==> src/rtl/seq_subtractor_if.sv <==
// Handshake and result bus between the ULA and the sequential subtractor.
// The slave modport is the subtractor side; the master modport is the requester side.
interface seq_subtractor_if #(
    parameter int WIDTH = 8
);
    logic             start;
    logic [WIDTH-1:0] a;
    logic [WIDTH-1:0] b;
    logic             EN;
    logic             busy;
    logic             done;
    logic [WIDTH:0]   s;

    modport master (
        output start, a, b, EN,
        input  busy, done, s
    );

    modport slave (
        input  start, a, b, EN,
        output busy, done, s
    );
endinterface

==> src/rtl/seq_subtractor.sv <==
// Multi-cycle unsigned subtractor s = {borrow, a - b}, DIGIT bits per clock, LSB first.
// Optional macro SEQ_SUB_TRISTATE_EN: EN=0 floats s instead of forcing it to zero.
module seq_subtractor #(
    parameter int WIDTH = 8,
    parameter int DIGIT = 2
) (
    input  logic              clk,
    input  logic              rst_n,
    seq_subtractor_if.slave   bus
);
    localparam int N  = WIDTH / DIGIT;
    localparam int CW = $clog2(N) + 1;

    typedef enum logic [1:0] {
        IDLE = 2'd0,
        RUN  = 2'd1,
        DONE = 2'd2
    } state_t;

    state_t           state_q;
    logic [WIDTH-1:0] a_q;
    logic [WIDTH-1:0] b_q;
    logic [WIDTH-1:0] diff_q;
    logic             borrow_q;
    logic [CW-1:0]    cnt_q;
    logic [WIDTH:0]   result_q;
    logic             busy_q;
    logic             done_q;

    logic [DIGIT:0]   digit_d;
    logic [WIDTH-1:0] diff_d;
    logic             last_d;

    // Digit stage: one DIGIT-wide ripple-borrow step, written into its slot of the difference
    always_comb begin
        digit_d = {1'b0, a_q[DIGIT-1:0]} - {1'b0, b_q[DIGIT-1:0]}
                  - {{DIGIT{1'b0}}, borrow_q};
        diff_d  = diff_q;
        diff_d[int'(cnt_q) * DIGIT +: DIGIT] = digit_d[DIGIT-1:0];
        last_d  = (cnt_q == CW'(N - 1));
    end

    // Control FSM with operand shift registers, digit counter and result register
    always_ff @(posedge clk or negedge rst_n) begin
        if (!rst_n) begin
            state_q  <= IDLE;
            a_q      <= {WIDTH{1'b0}};
            b_q      <= {WIDTH{1'b0}};
            diff_q   <= {WIDTH{1'b0}};
            borrow_q <= 1'b0;
            cnt_q    <= {CW{1'b0}};
            result_q <= {(WIDTH+1){1'b0}};
            busy_q   <= 1'b0;
            done_q   <= 1'b0;
        end else begin
            case (state_q)
                IDLE, DONE: begin
                    done_q <= 1'b0;
                    if (bus.start) begin
                        state_q  <= RUN;
                        busy_q   <= 1'b1;
                        a_q      <= bus.a;
                        b_q      <= bus.b;
                        borrow_q <= 1'b0;
                        cnt_q    <= {CW{1'b0}};
                    end else begin
                        state_q  <= IDLE;
                        busy_q   <= 1'b0;
                    end
                end
                RUN: begin
                    a_q      <= a_q >> DIGIT;
                    b_q      <= b_q >> DIGIT;
                    diff_q   <= diff_d;
                    borrow_q <= digit_d[DIGIT];
                    cnt_q    <= cnt_q + CW'(1);
                    if (last_d) begin
                        state_q  <= DONE;
                        busy_q   <= 1'b0;
                        done_q   <= 1'b1;
                        result_q <= {digit_d[DIGIT], diff_d};
                    end else begin
                        state_q  <= RUN;
                        busy_q   <= 1'b1;
                        done_q   <= 1'b0;
                    end
                end
                default: begin
                    state_q <= IDLE;
                    busy_q  <= 1'b0;
                    done_q  <= 1'b0;
                end
            endcase
        end
    end

    assign bus.busy = busy_q;
    assign bus.done = done_q;

    // Result bus gate: status flags stay visible regardless of EN
    always_comb begin
        if (bus.EN) begin
            bus.s = result_q;
        end else begin
`ifdef SEQ_SUB_TRISTATE_EN
            bus.s = {(WIDTH+1){1'bz}};
`else
            bus.s = {(WIDTH+1){1'b0}};
`endif
        end
    end
endmodule
==> src/flat_wrapper.sv <==
// flat-port wrapper written by rule: the top's interface ports become plain ports
module seq_subtractor_flat 
#(
    parameter int WIDTH = 8,
    parameter int DIGIT = 2
)
  (clk, rst_n, bus_start, bus_a, bus_b, bus_EN, bus_busy, bus_done, bus_s);
  seq_subtractor_if #(.WIDTH(WIDTH)) bus_i ();
  input  logic clk;
  input  logic rst_n;
  input wire logic [$bits(bus_i.start)-1:0] bus_start;
  input wire logic [$bits(bus_i.a)-1:0] bus_a;
  input wire logic [$bits(bus_i.b)-1:0] bus_b;
  input wire logic [$bits(bus_i.EN)-1:0] bus_EN;
  output wire logic [$bits(bus_i.busy)-1:0] bus_busy;
  output wire logic [$bits(bus_i.done)-1:0] bus_done;
  output wire logic [$bits(bus_i.s)-1:0] bus_s;
  assign bus_i.start = bus_start;
  assign bus_i.a = bus_a;
  assign bus_i.b = bus_b;
  assign bus_i.EN = bus_EN;
  assign bus_busy = bus_i.busy;
  assign bus_done = bus_i.done;
  assign bus_s = bus_i.s;
  seq_subtractor #(.WIDTH(WIDTH), .DIGIT(DIGIT)) u_core (.clk(clk), .rst_n(rst_n), .bus(bus_i));
endmodule
==> config.mk <==
export PLATFORM = sky130hd
export DESIGN_NAME = seq_subtractor_flat
export DESIGN_NICKNAME = d
export VERILOG_FILES = /design/src/rtl/seq_subtractor_if.sv /design/src/rtl/seq_subtractor.sv /design/src/flat_wrapper.sv
export SDC_FILE = /design/constraint.sdc
export NUM_CORES = 1
export LEC_CHECK = 0
export ABC_AREA = 1
export ABC_CLOCK_PERIOD_IN_PS = 2900
export CORE_UTILIZATION = 53
export DETAILED_ROUTE_END_ITERATION = 16
export HOLD_SLACK_MARGIN = 0.08
export PLACE_DENSITY_LB_ADDON = 0.2
export SLEW_MARGIN = 20
export SYNTH_ARGS = -nofsm -noshare
export SYNTH_HDL_FRONTEND = slang
export SYNTH_SLANG_ARGS = --single-unit
export TNS_END_PERCENT = 5
==> constraint.sdc <==
create_clock -name clk -period 2.9 [get_ports clk]
set_input_delay 0.87 -clock clk [delete_from_list [all_inputs] [get_ports clk]]
set_output_delay 0.87 -clock clk [all_outputs]
set_load 0.01 [all_outputs]
==> run_summary.xml, run 1 <==
<?xml version="1.0" encoding="UTF-8"?>
<metrics>
  <group name="synthesis">
    <metric name="synth_warnings" unit="">0</metric>
    <metric name="synth_top_cell_by_area" unit="">sky130_fd_sc_hd__dfrtp_1</metric>
    <metric name="synthDominantCellAreaShare" unit="">0.510</metric>
    <metric name="synthesis.nets" unit="">253</metric>
    <metric name="netlist_area" unit="mm²">0.00191</metric>
    <metric name="syn_inst" unit="">225</metric>
    <metric name="synth-seq-area-share" unit="">0.510</metric>
    <metric name="ys_ff_latch" unit="">39</metric>
    <metric name="synth_area_leaders" unit="">sky130_fd_sc_hd__dfrtp_1 (51%), sky130_fd_sc_hd__nand2_1 (11%), sky130_fd_sc_hd__inv_1 (6.5%)</metric>
    <metric name="synth.avg_cell_area" unit="µm²">8.51</metric>
    <metric name="netlist-cell-type-count" unit="">24</metric>
  </group>
  <group name="routing">
    <metric name="dr_total_vias" unit="">1511</metric>
    <metric name="drc_errors" unit="">0</metric>
    <metric name="final_antenna_net_count" unit="">0</metric>
    <metric name="totalWireLength" unit="µm">3470</metric>
    <metric name="detail_route.vias_per_cell" unit="">4.97</metric>
    <metric name="drtIter0Drc" unit="">73</metric>
    <metric name="drt_pass1_iterations" unit="">4</metric>
    <metric name="routed_wirelength_normalized_by_instance_count" unit="µm">11.4</metric>
  </group>
  <group name="power_and_ir_drop">
    <metric name="power_frac_clock" unit="">0.103</metric>
    <metric name="cellInternalPower" unit="mW">1.43</metric>
    <metric name="irDropWorstVdd" unit="µV">511</metric>
    <metric name="seqPwrFrac" unit="">0.369</metric>
    <metric name="static-leakage-power" unit="nW">1.19</metric>
    <metric name="power.combinational.fraction" unit="">0.528</metric>
    <metric name="power" unit="mW">2.56</metric>
    <metric name="power_density" unit="mW/mm²">1120</metric>
    <metric name="sw_frac_of_total" unit="">0.444</metric>
    <metric name="switchingPower" unit="mW">1.14</metric>
  </group>
  <group name="die">
    <metric name="initial_core_utilization" unit="">0.565</metric>
    <metric name="die_height" unit="µm">62.1</metric>
    <metric name="die_outline_width" unit="µm">62.1</metric>
    <metric name="die-area" unit="mm²">0.00386</metric>
    <metric name="ioPinCount" unit="">31</metric>
    <metric name="placeableCoreArea" unit="mm²">0.00339</metric>
    <metric name="placement_rows" unit="">21</metric>
  </group>
  <group name="global_routing">
    <metric name="grt_antenna_before_repair" unit="">0</metric>
    <metric name="grt_max_degree" unit="">40</metric>
    <metric name="grt_pass1_wl" unit="µm">6190</metric>
    <metric name="grt.total_usage" unit="">0.207</metric>
    <metric name="grt_pass1_vias" unit="">1399</metric>
    <metric name="grt_overflow_total" unit="">0</metric>
  </group>
  <group name="worst_setup_path">
    <metric name="reg2reg_setup_slack" unit="ns">0.46</metric>
    <metric name="setup.worst_path.class" unit="">in2out</metric>
    <metric name="critical_path.startpoint_type" unit="">input pin</metric>
    <metric name="cp-end-kind" unit="">output pin</metric>
    <metric name="timing.critical_path.arrival" unit="ns">1.89</metric>
    <metric name="worstSetupStartpoint" unit="">bus_EN</metric>
    <metric name="reg2reg_depth" unit="">10</metric>
    <metric name="critical_path_peak_fanout" unit="">9</metric>
    <metric name="setup.worst_path.end" unit="">bus_s[1]</metric>
    <metric name="crit-reg2reg-launch" unit="">u_core.borrow_q</metric>
    <metric name="crit-reg2reg-capture" unit="">u_core.diff_q[3]</metric>
    <metric name="worst-endpoint-required" unit="ns">2.03</metric>
  </group>
  <group name="clock_tree">
    <metric name="root_buffer" unit="">sky130_fd_sc_hd__clkbuf_4</metric>
    <metric name="cts-buffers-inserted" unit="">5</metric>
    <metric name="tritoncts" unit="">yes</metric>
    <metric name="ctsLongestPathBuffers" unit="">2</metric>
    <metric name="clkSinkCount" unit="">39</metric>
    <metric name="postCtsSetupRepairBufs" unit="">0</metric>
    <metric name="clock_latency" unit="ns">0.34</metric>
    <metric name="cts-resized-gates" unit="">1</metric>
    <metric name="holdBufCountCts" unit="">0</metric>
    <metric name="max_h_tree_level" unit="">2</metric>
    <metric name="path_clk_slew" unit="ns">0.10</metric>
  </group>
  <group name="final_layout">
    <metric name="fillerInstances" unit="">288</metric>
    <metric name="layout.nets" unit="">285</metric>
    <metric name="layout_cell_share_with_drive_strength_beyond_1" unit="">0.0581</metric>
    <metric name="n_antenna_cell" unit="">0</metric>
    <metric name="post-route-util" unit="">0.673</metric>
    <metric name="layout-area-overhead-vs-synth" unit="%">19.2</metric>
  </group>
  <group name="run_status">
    <metric name="outcome" unit="">finished clean</metric>
  </group>
  <group name="timing">
    <metric name="timing.slew.headroom" unit="">0.454</metric>
    <metric name="max_clock_freq" unit="MHz">363</metric>
    <metric name="timing_worst_slew_pin_value" unit="ns">0.819</metric>
    <metric name="post_layout_minimum_cycle_time" unit="ns">2.76</metric>
    <metric name="finalHoldViolations" unit="">0</metric>
    <metric name="fin_setup_tns" unit="ns">0</metric>
    <metric name="fin_worst_skew" unit="ns">0.0135</metric>
    <metric name="worst_case_setup_margin_in_the_final_layout" unit="ns">0.142</metric>
    <metric name="timing.final.max_slew_violations" unit="">0</metric>
    <metric name="finalSetupViolations" unit="">0</metric>
    <metric name="period_share" unit="">0.951</metric>
    <metric name="grt_setup_unrepaired" unit="">no</metric>
  </group>
  <group name="flow_run">
    <metric name="maxCapViolations" unit="">0</metric>
  </group>
  <group name="worst_hold_path">
    <metric name="worst_hold_path_type" unit="">reg2reg</metric>
  </group>
  <group name="placed_design">
    <metric name="hpwl" unit="µm">2540</metric>
    <metric name="detailedPlace.worstSlack" unit="ns">-0.139</metric>
    <metric name="placement.io_buffers" unit="">30</metric>
    <metric name="gpl.final_weighted_congestion" unit="">0.818</metric>
  </group>
</metrics>
==> through the flow <==
stage | cells | hold slack (ns) | cell area [µm²]
floorplan | 225 | 0.442 | 1910
global placement | 296 | 0.459 | 2230
detailed placement | 296 | 0.466 | 2230
CTS | 304 | 0.491 | 2280
global route | 304 | 0.507 | 2280
finish | 304 | 0.486 | 2280
==> how the worst min path moves through the flow <==
stage | startpoint | to | cells past startpoint
detailed placement | u_core.result_q[6] | u_core.result_q[6] | 2
global placement | u_core.result_q[8] | u_core.result_q[8] | 2
finish | u_core.result_q[8] | u_core.result_q[8] | 2
global route | u_core.result_q[0] | u_core.result_q[0] | 2
floorplan | u_core.result_q[8] | u_core.result_q[8] | 2
CTS | u_core.result_q[6] | u_core.result_q[6] | 2
==> routing by layer <==
metal / part of all wire / GRT usage
met5: 0 / 0
met4: 0.016 / 0.0872
met3: 0.037 / 0.0441
met2: 0.45 / 0.323
met1: 0.50 / 0.283
==> cells in the mapped netlist <==
| cell type | n |
|---|---|
| sky130_fd_sc_hd__nand2_1 | 56 |
| sky130_fd_sc_hd__dfrtp_1 | 39 |
| sky130_fd_sc_hd__inv_1 | 33 |
| sky130_fd_sc_hd__nor2_1 | 28 |
| sky130_fd_sc_hd__nand3_1 | 15 |
| sky130_fd_sc_hd__o22ai_1 | 14 |
| sky130_fd_sc_hd__ha_1 | 6 |
| sky130_fd_sc_hd__o21ai_0 | 5 |
| sky130_fd_sc_hd__o21ai_1 | 5 |
| sky130_fd_sc_hd__a22o_1 | 4 |
| sky130_fd_sc_hd__buf_2 | 3 |
| sky130_fd_sc_hd__buf_6 | 2 |
| sky130_fd_sc_hd__fa_1 | 2 |
| sky130_fd_sc_hd__nand2_4 | 2 |
| sky130_fd_sc_hd__nand4_1 | 2 |
| sky130_fd_sc_hd__clkbuf_1 | 1 |
| sky130_fd_sc_hd__clkinv_1 | 1 |
| sky130_fd_sc_hd__inv_2 | 1 |
| sky130_fd_sc_hd__nand2_2 | 1 |
| sky130_fd_sc_hd__nor2_2 | 1 |
| sky130_fd_sc_hd__nor2_8 | 1 |
| sky130_fd_sc_hd__nor3_1 | 1 |
| sky130_fd_sc_hd__o21ai_2 | 1 |
| sky130_fd_sc_hd__or2_1 | 1 |
==> logic make-up (layout without fill, tap and decap cells) <==
| logic type | Yosys count | after routing | synth area share |
|---|---|---|---|
| AND/OR/NAND/NOR | 108 | 108 | 0.245 |
| AO/OA/AOI/OAI | 29 | 29 | 0.0948 |
| buffers and inverters | 41 | 74 | 0.0902 |
| adder cells (fa/ha/maj) | 8 | 8 | 0.0601 |
| flip-flops | 39 | 39 | 0.510 |
==> cells in the final DEF (no fill, tap or decap), types with 2 or more instances in the layout <==
cell                              count
sky130_fd_sc_hd__nor2_1              28
sky130_fd_sc_hd__fa_1                 2
sky130_fd_sc_hd__clkbuf_4             5
sky130_fd_sc_hd__a22o_1               4
sky130_fd_sc_hd__clkbuf_1             2
sky130_fd_sc_hd__nand3_1             15
sky130_fd_sc_hd__inv_1               33
sky130_fd_sc_hd__o22ai_1             14
sky130_fd_sc_hd__nand4_1              2
sky130_fd_sc_hd__nand2_1             56
sky130_fd_sc_hd__ha_1                 6
sky130_fd_sc_hd__o21ai_1              5
sky130_fd_sc_hd__clkdlybuf4s50_1     28
sky130_fd_sc_hd__nand2_4              2
sky130_fd_sc_hd__o21ai_0              5
sky130_fd_sc_hd__dfrtp_1             39
==> critical path, stage by stage <==
cell and delay [ns]:
sky130_fd_sc_hd__dlygate4sd2_1 0.35, sky130_fd_sc_hd__nand2_1 0.08, sky130_fd_sc_hd__inv_1 0.06, sky130_fd_sc_hd__clkdlybuf4s50_1 0.53
==> cell type report <==
| class | count | area (µm²) | share of cell area |
|---|---|---|---|
| Inverter | 35 | 131 | 0.0576 |
| Timing Repair Buffer | 31 | 302 | 0.132 |
| Clock buffer | 7 | 45.0 | 0.0197 |
| Clock inverter | 1 | 5.00 | 0.00219 |
| Tap cell | 46 | 57.6 | 0.0252 |
| Multi-Input combinational cell | 145 | 766 | 0.336 |
| Sequential cell | 39 | 976 | 0.428 |
==> flip-flops by register name, summed over array words and instances, names as in the netlist <==
signal and flops:
u_core.cnt_q 3, u_core.borrow_q 1, u_core.diff_q 8, u_core.bus.done 1, u_core.result_q 9, u_core.a_q 8, u_core.state_q 1, u_core.b_q 8
==> power groups by stage <==
stage	Sequential, mW	Combinational (mW)	Clock (mW)
2_1_floorplan	0.924	1.05	0
3_3_place_gp	0.948	1.31	0
3_5_place_dp	0.956	1.36	0
4_1_cts	0.946	1.37	0.266
5_1_grt	0.977	1.59	0.290
6_report	0.946	1.36	0.263
(Power assumes the default switching activity.)
==> inputs of run 2 (changes only) <==
- CORE_ASPECT_RATIO: unset -> 2
==> run 2 against run 1 <==
  * Critical path depth unchanged
  * Sequential power up 1%
  * First-iteration DRC count down 66%
  * Routed wire length up 3.5%
  * Clock skew down 0.0094 ns
  * Setup slack better by 0.0030 ns
  * Power up 3.9%
  * Via count up 1.1%
==> run_summary.xml, run 2 (same netlist as run 1, synthesis figures left out) <==
<?xml version="1.0" encoding="UTF-8"?>
<metrics>
  <group name="run_status">
    <metric name="outcome" unit="">finished clean</metric>
  </group>
  <group name="worst_hold_path">
    <metric name="worst_hold_path_type" unit="">reg2reg</metric>
    <metric name="hp-start" unit="">u_core.result_q[8]</metric>
  </group>
  <group name="global_routing">
    <metric name="grt.total_usage" unit="">0.216</metric>
    <metric name="grt_antenna_before_repair" unit="">0</metric>
    <metric name="grt_pass1_wl" unit="µm">6090</metric>
    <metric name="grt_pass1_vias" unit="">1482</metric>
    <metric name="grt_overflow_total" unit="">0</metric>
    <metric name="grt_max_degree" unit="">40</metric>
  </group>
  <group name="die">
    <metric name="initial_core_utilization" unit="">0.560</metric>
    <metric name="placement_rows" unit="">30</metric>
    <metric name="die_outline_width" unit="µm">44.5</metric>
    <metric name="ioPinCount" unit="">31</metric>
    <metric name="placeableCoreArea" unit="mm²">0.00342</metric>
    <metric name="die_height" unit="µm">87.0</metric>
    <metric name="die-area" unit="mm²">0.00387</metric>
  </group>
  <group name="timing">
    <metric name="period_share" unit="">0.950</metric>
    <metric name="timing.slew.headroom" unit="">0.445</metric>
    <metric name="timing.final.max_slew_violations" unit="">0</metric>
    <metric name="fin_worst_skew" unit="ns">0.00404</metric>
    <metric name="timing_worst_slew_pin_value" unit="ns">0.832</metric>
    <metric name="grt_setup_unrepaired" unit="">no</metric>
    <metric name="fin_setup_tns" unit="ns">0</metric>
    <metric name="max_clock_freq" unit="MHz">363</metric>
    <metric name="post_layout_minimum_cycle_time" unit="ns">2.75</metric>
    <metric name="finalHoldViolations" unit="">0</metric>
    <metric name="finalSetupViolations" unit="">0</metric>
  </group>
  <group name="worst_setup_path">
    <metric name="critical_path.startpoint_type" unit="">input pin</metric>
    <metric name="timing.critical_path.slowest_cell_delay" unit="ns">0.52</metric>
    <metric name="reg2reg_depth" unit="">10</metric>
    <metric name="cp-end-kind" unit="">output pin</metric>
    <metric name="setup.worst_path.end" unit="">bus_s[7]</metric>
    <metric name="worst-endpoint-required" unit="ns">2.03</metric>
    <metric name="critical_path_cell_count" unit="">4</metric>
    <metric name="critical_path.top_delay_family" unit="">buffers and inverters</metric>
    <metric name="worstSetupStartpoint" unit="">bus_EN</metric>
    <metric name="path_buf_inv" unit="">3</metric>
    <metric name="setup.worst_path.class" unit="">in2out</metric>
    <metric name="critical_path_peak_fanout" unit="">9</metric>
    <metric name="worstPathCellList" unit="">dlygate4sd2_1, nand2_1, inv_1, clkdlybuf4s50_1</metric>
    <metric name="crit-reg2reg-capture" unit="">u_core.diff_q[3]</metric>
    <metric name="critPathSlowestCell" unit="">sky130_fd_sc_hd__clkdlybuf4s50_1</metric>
    <metric name="reg2reg_setup_slack" unit="ns">0.51</metric>
    <metric name="timing.critical_path.arrival" unit="ns">1.88</metric>
    <metric name="crit-reg2reg-launch" unit="">u_core.borrow_q</metric>
  </group>
  <group name="clock_tree">
    <metric name="holdBufCountCts" unit="">0</metric>
    <metric name="cts-buffers-inserted" unit="">5</metric>
    <metric name="postCtsSetupRepairBufs" unit="">0</metric>
    <metric name="clock_latency" unit="ns">0.29</metric>
    <metric name="cts-resized-gates" unit="">1</metric>
    <metric name="ctsLongestPathBuffers" unit="">2</metric>
    <metric name="path_clk_slew" unit="ns">0.07</metric>
    <metric name="root_buffer" unit="">sky130_fd_sc_hd__clkbuf_8</metric>
    <metric name="max_h_tree_level" unit="">2</metric>
    <metric name="clkSinkCount" unit="">39</metric>
    <metric name="tritoncts" unit="">yes</metric>
  </group>
  <group name="routing">
    <metric name="final_antenna_net_count" unit="">0</metric>
    <metric name="totalWireLength" unit="µm">3590</metric>
    <metric name="detail_route.vias_per_cell" unit="">5.01</metric>
    <metric name="drc_errors" unit="">0</metric>
    <metric name="drt_pass1_iterations" unit="">4</metric>
    <metric name="dr_total_vias" unit="">1527</metric>
    <metric name="routed_wirelength_normalized_by_instance_count" unit="µm">11.8</metric>
    <metric name="drtIter0Drc" unit="">25</metric>
  </group>
  <group name="final_layout">
    <metric name="largest_reg_flops" unit="">9</metric>
    <metric name="n_antenna_cell" unit="">0</metric>
    <metric name="layout_commonest_cell" unit="">sky130_fd_sc_hd__nand2_1</metric>
    <metric name="layout-area-overhead-vs-synth" unit="%">20.6</metric>
    <metric name="largest_register" unit="">u_core.result_q</metric>
    <metric name="layout.cells.most_common_list" unit="">sky130_fd_sc_hd__nand2_1 (56), sky130_fd_sc_hd__dfrtp_1 (39), sky130_fd_sc_hd__inv_1 (33)</metric>
    <metric name="post_layout_nonfiller_instances" unit="">305</metric>
    <metric name="layout.nets" unit="">284</metric>
    <metric name="layout_cell_share_with_drive_strength_beyond_1" unit="">0.0545</metric>
  </group>
  <group name="power_and_ir_drop">
    <metric name="cellInternalPower" unit="mW">1.50</metric>
    <metric name="seqPwrFrac" unit="">0.359</metric>
    <metric name="power_frac_clock" unit="">0.129</metric>
    <metric name="power" unit="mW">2.67</metric>
    <metric name="power.combinational.fraction" unit="">0.511</metric>
    <metric name="power_density" unit="mW/mm²">1150</metric>
    <metric name="static-leakage-power" unit="nW">1.20</metric>
    <metric name="switchingPower" unit="mW">1.16</metric>
    <metric name="irDropWorstVdd" unit="µV">683</metric>
    <metric name="sw_frac_of_total" unit="">0.436</metric>
  </group>
  <group name="flow_run">
    <metric name="maxCapViolations" unit="">0</metric>
  </group>
  <group name="placed_design">
    <metric name="placement.io_buffers" unit="">30</metric>
    <metric name="gpl.final_weighted_congestion" unit="">0.781</metric>
    <metric name="place.detailed.instances" unit="">297</metric>
    <metric name="hpwl" unit="µm">2690</metric>
  </group>
</metrics>
## run 2: cell count changes in the layout (fill, tap and decap cells not counted)
cell                       previous run  this run
sky130_fd_sc_hd__clkbuf_8             0         5
sky130_fd_sc_hd__clkbuf_4             5         0
sky130_fd_sc_hd__buf_4                1         0
## run 2: per-layer routing
| metal | routed length [µm] | GRT usage | share of wire | vias up |
|---|---|---|---|---|
| met2 | 2060 | 0.409 | 0.57 | 36 |
| met1 | 1380 | 0.213 | 0.38 | 709 |
| met3 | 76 | 0.0436 | 0.021 | 6 |
| li1 | - | - | - | 776 |
| met5 | 0 | 0 | 0 | - |
| met4 | 69 | 0.0909 | 0.019 | 0 |
## run 2: how the worst min path moves through the flow
stage / cells after the start / to
floorplan: 2 / u_core.result_q[8]
global placement: 2 / u_core.result_q[8]
detailed placement: 2 / u_core.result_q[8]
CTS: 2 / u_core.result_q[8]
global route: 2 / u_core.result_q[8]
finish: 2 / u_core.result_q[8]
## run 2: metrics by stage
stage	area (µm²)	hold WS [ns]	worst slack [ns]	utilization
after floorplan	1910	0.442	0.690	-
after global placement	2230	0.458	-0.122	0.652
after detailed placement	2230	0.463	-0.151	0.652
after CTS	2310	0.481	0.117	0.676
after global routing	2310	0.499	0.0713	0.676
final	2310	0.476	0.145	0.676
## run 2: final cells by class
class	instances	area (µm²)
multi-input cells	145	766
inverters	35	131
clock buffers	7	76.3
well taps	48	60.1
fillers	301	1110
flip-flops and latches	39	976
clock inverters	1	5.00
repair buffers	30	294
## run 2: power groups by stage
stage / registers (mW) / clock network (mW) / logic [mW]
2_1_floorplan: 0.924 / 0 / 1.05
3_3_place_gp: 0.957 / 0 / 1.33
3_5_place_dp: 0.967 / 0 / 1.37
4_1_cts: 0.958 / 0.354 / 1.37
5_1_grt: 0.981 / 0.376 / 1.55
6_report: 0.958 / 0.345 / 1.36
## run 2: worst reg2reg max path: stages (launching register included)
cell and delay, ns:
sky130_fd_sc_hd__dfrtp_1 0.32, sky130_fd_sc_hd__inv_1 0.07, sky130_fd_sc_hd__fa_1 0.57, sky130_fd_sc_hd__inv_1 0.05, sky130_fd_sc_hd__ha_1 0.17, sky130_fd_sc_hd__nor2_1 0.11, sky130_fd_sc_hd__fa_1 0.47, sky130_fd_sc_hd__or2_1 0.28
sky130_fd_sc_hd__nand2_1 0.07, sky130_fd_sc_hd__o21ai_1 0.08, sky130_fd_sc_hd__o21ai_1 0.12
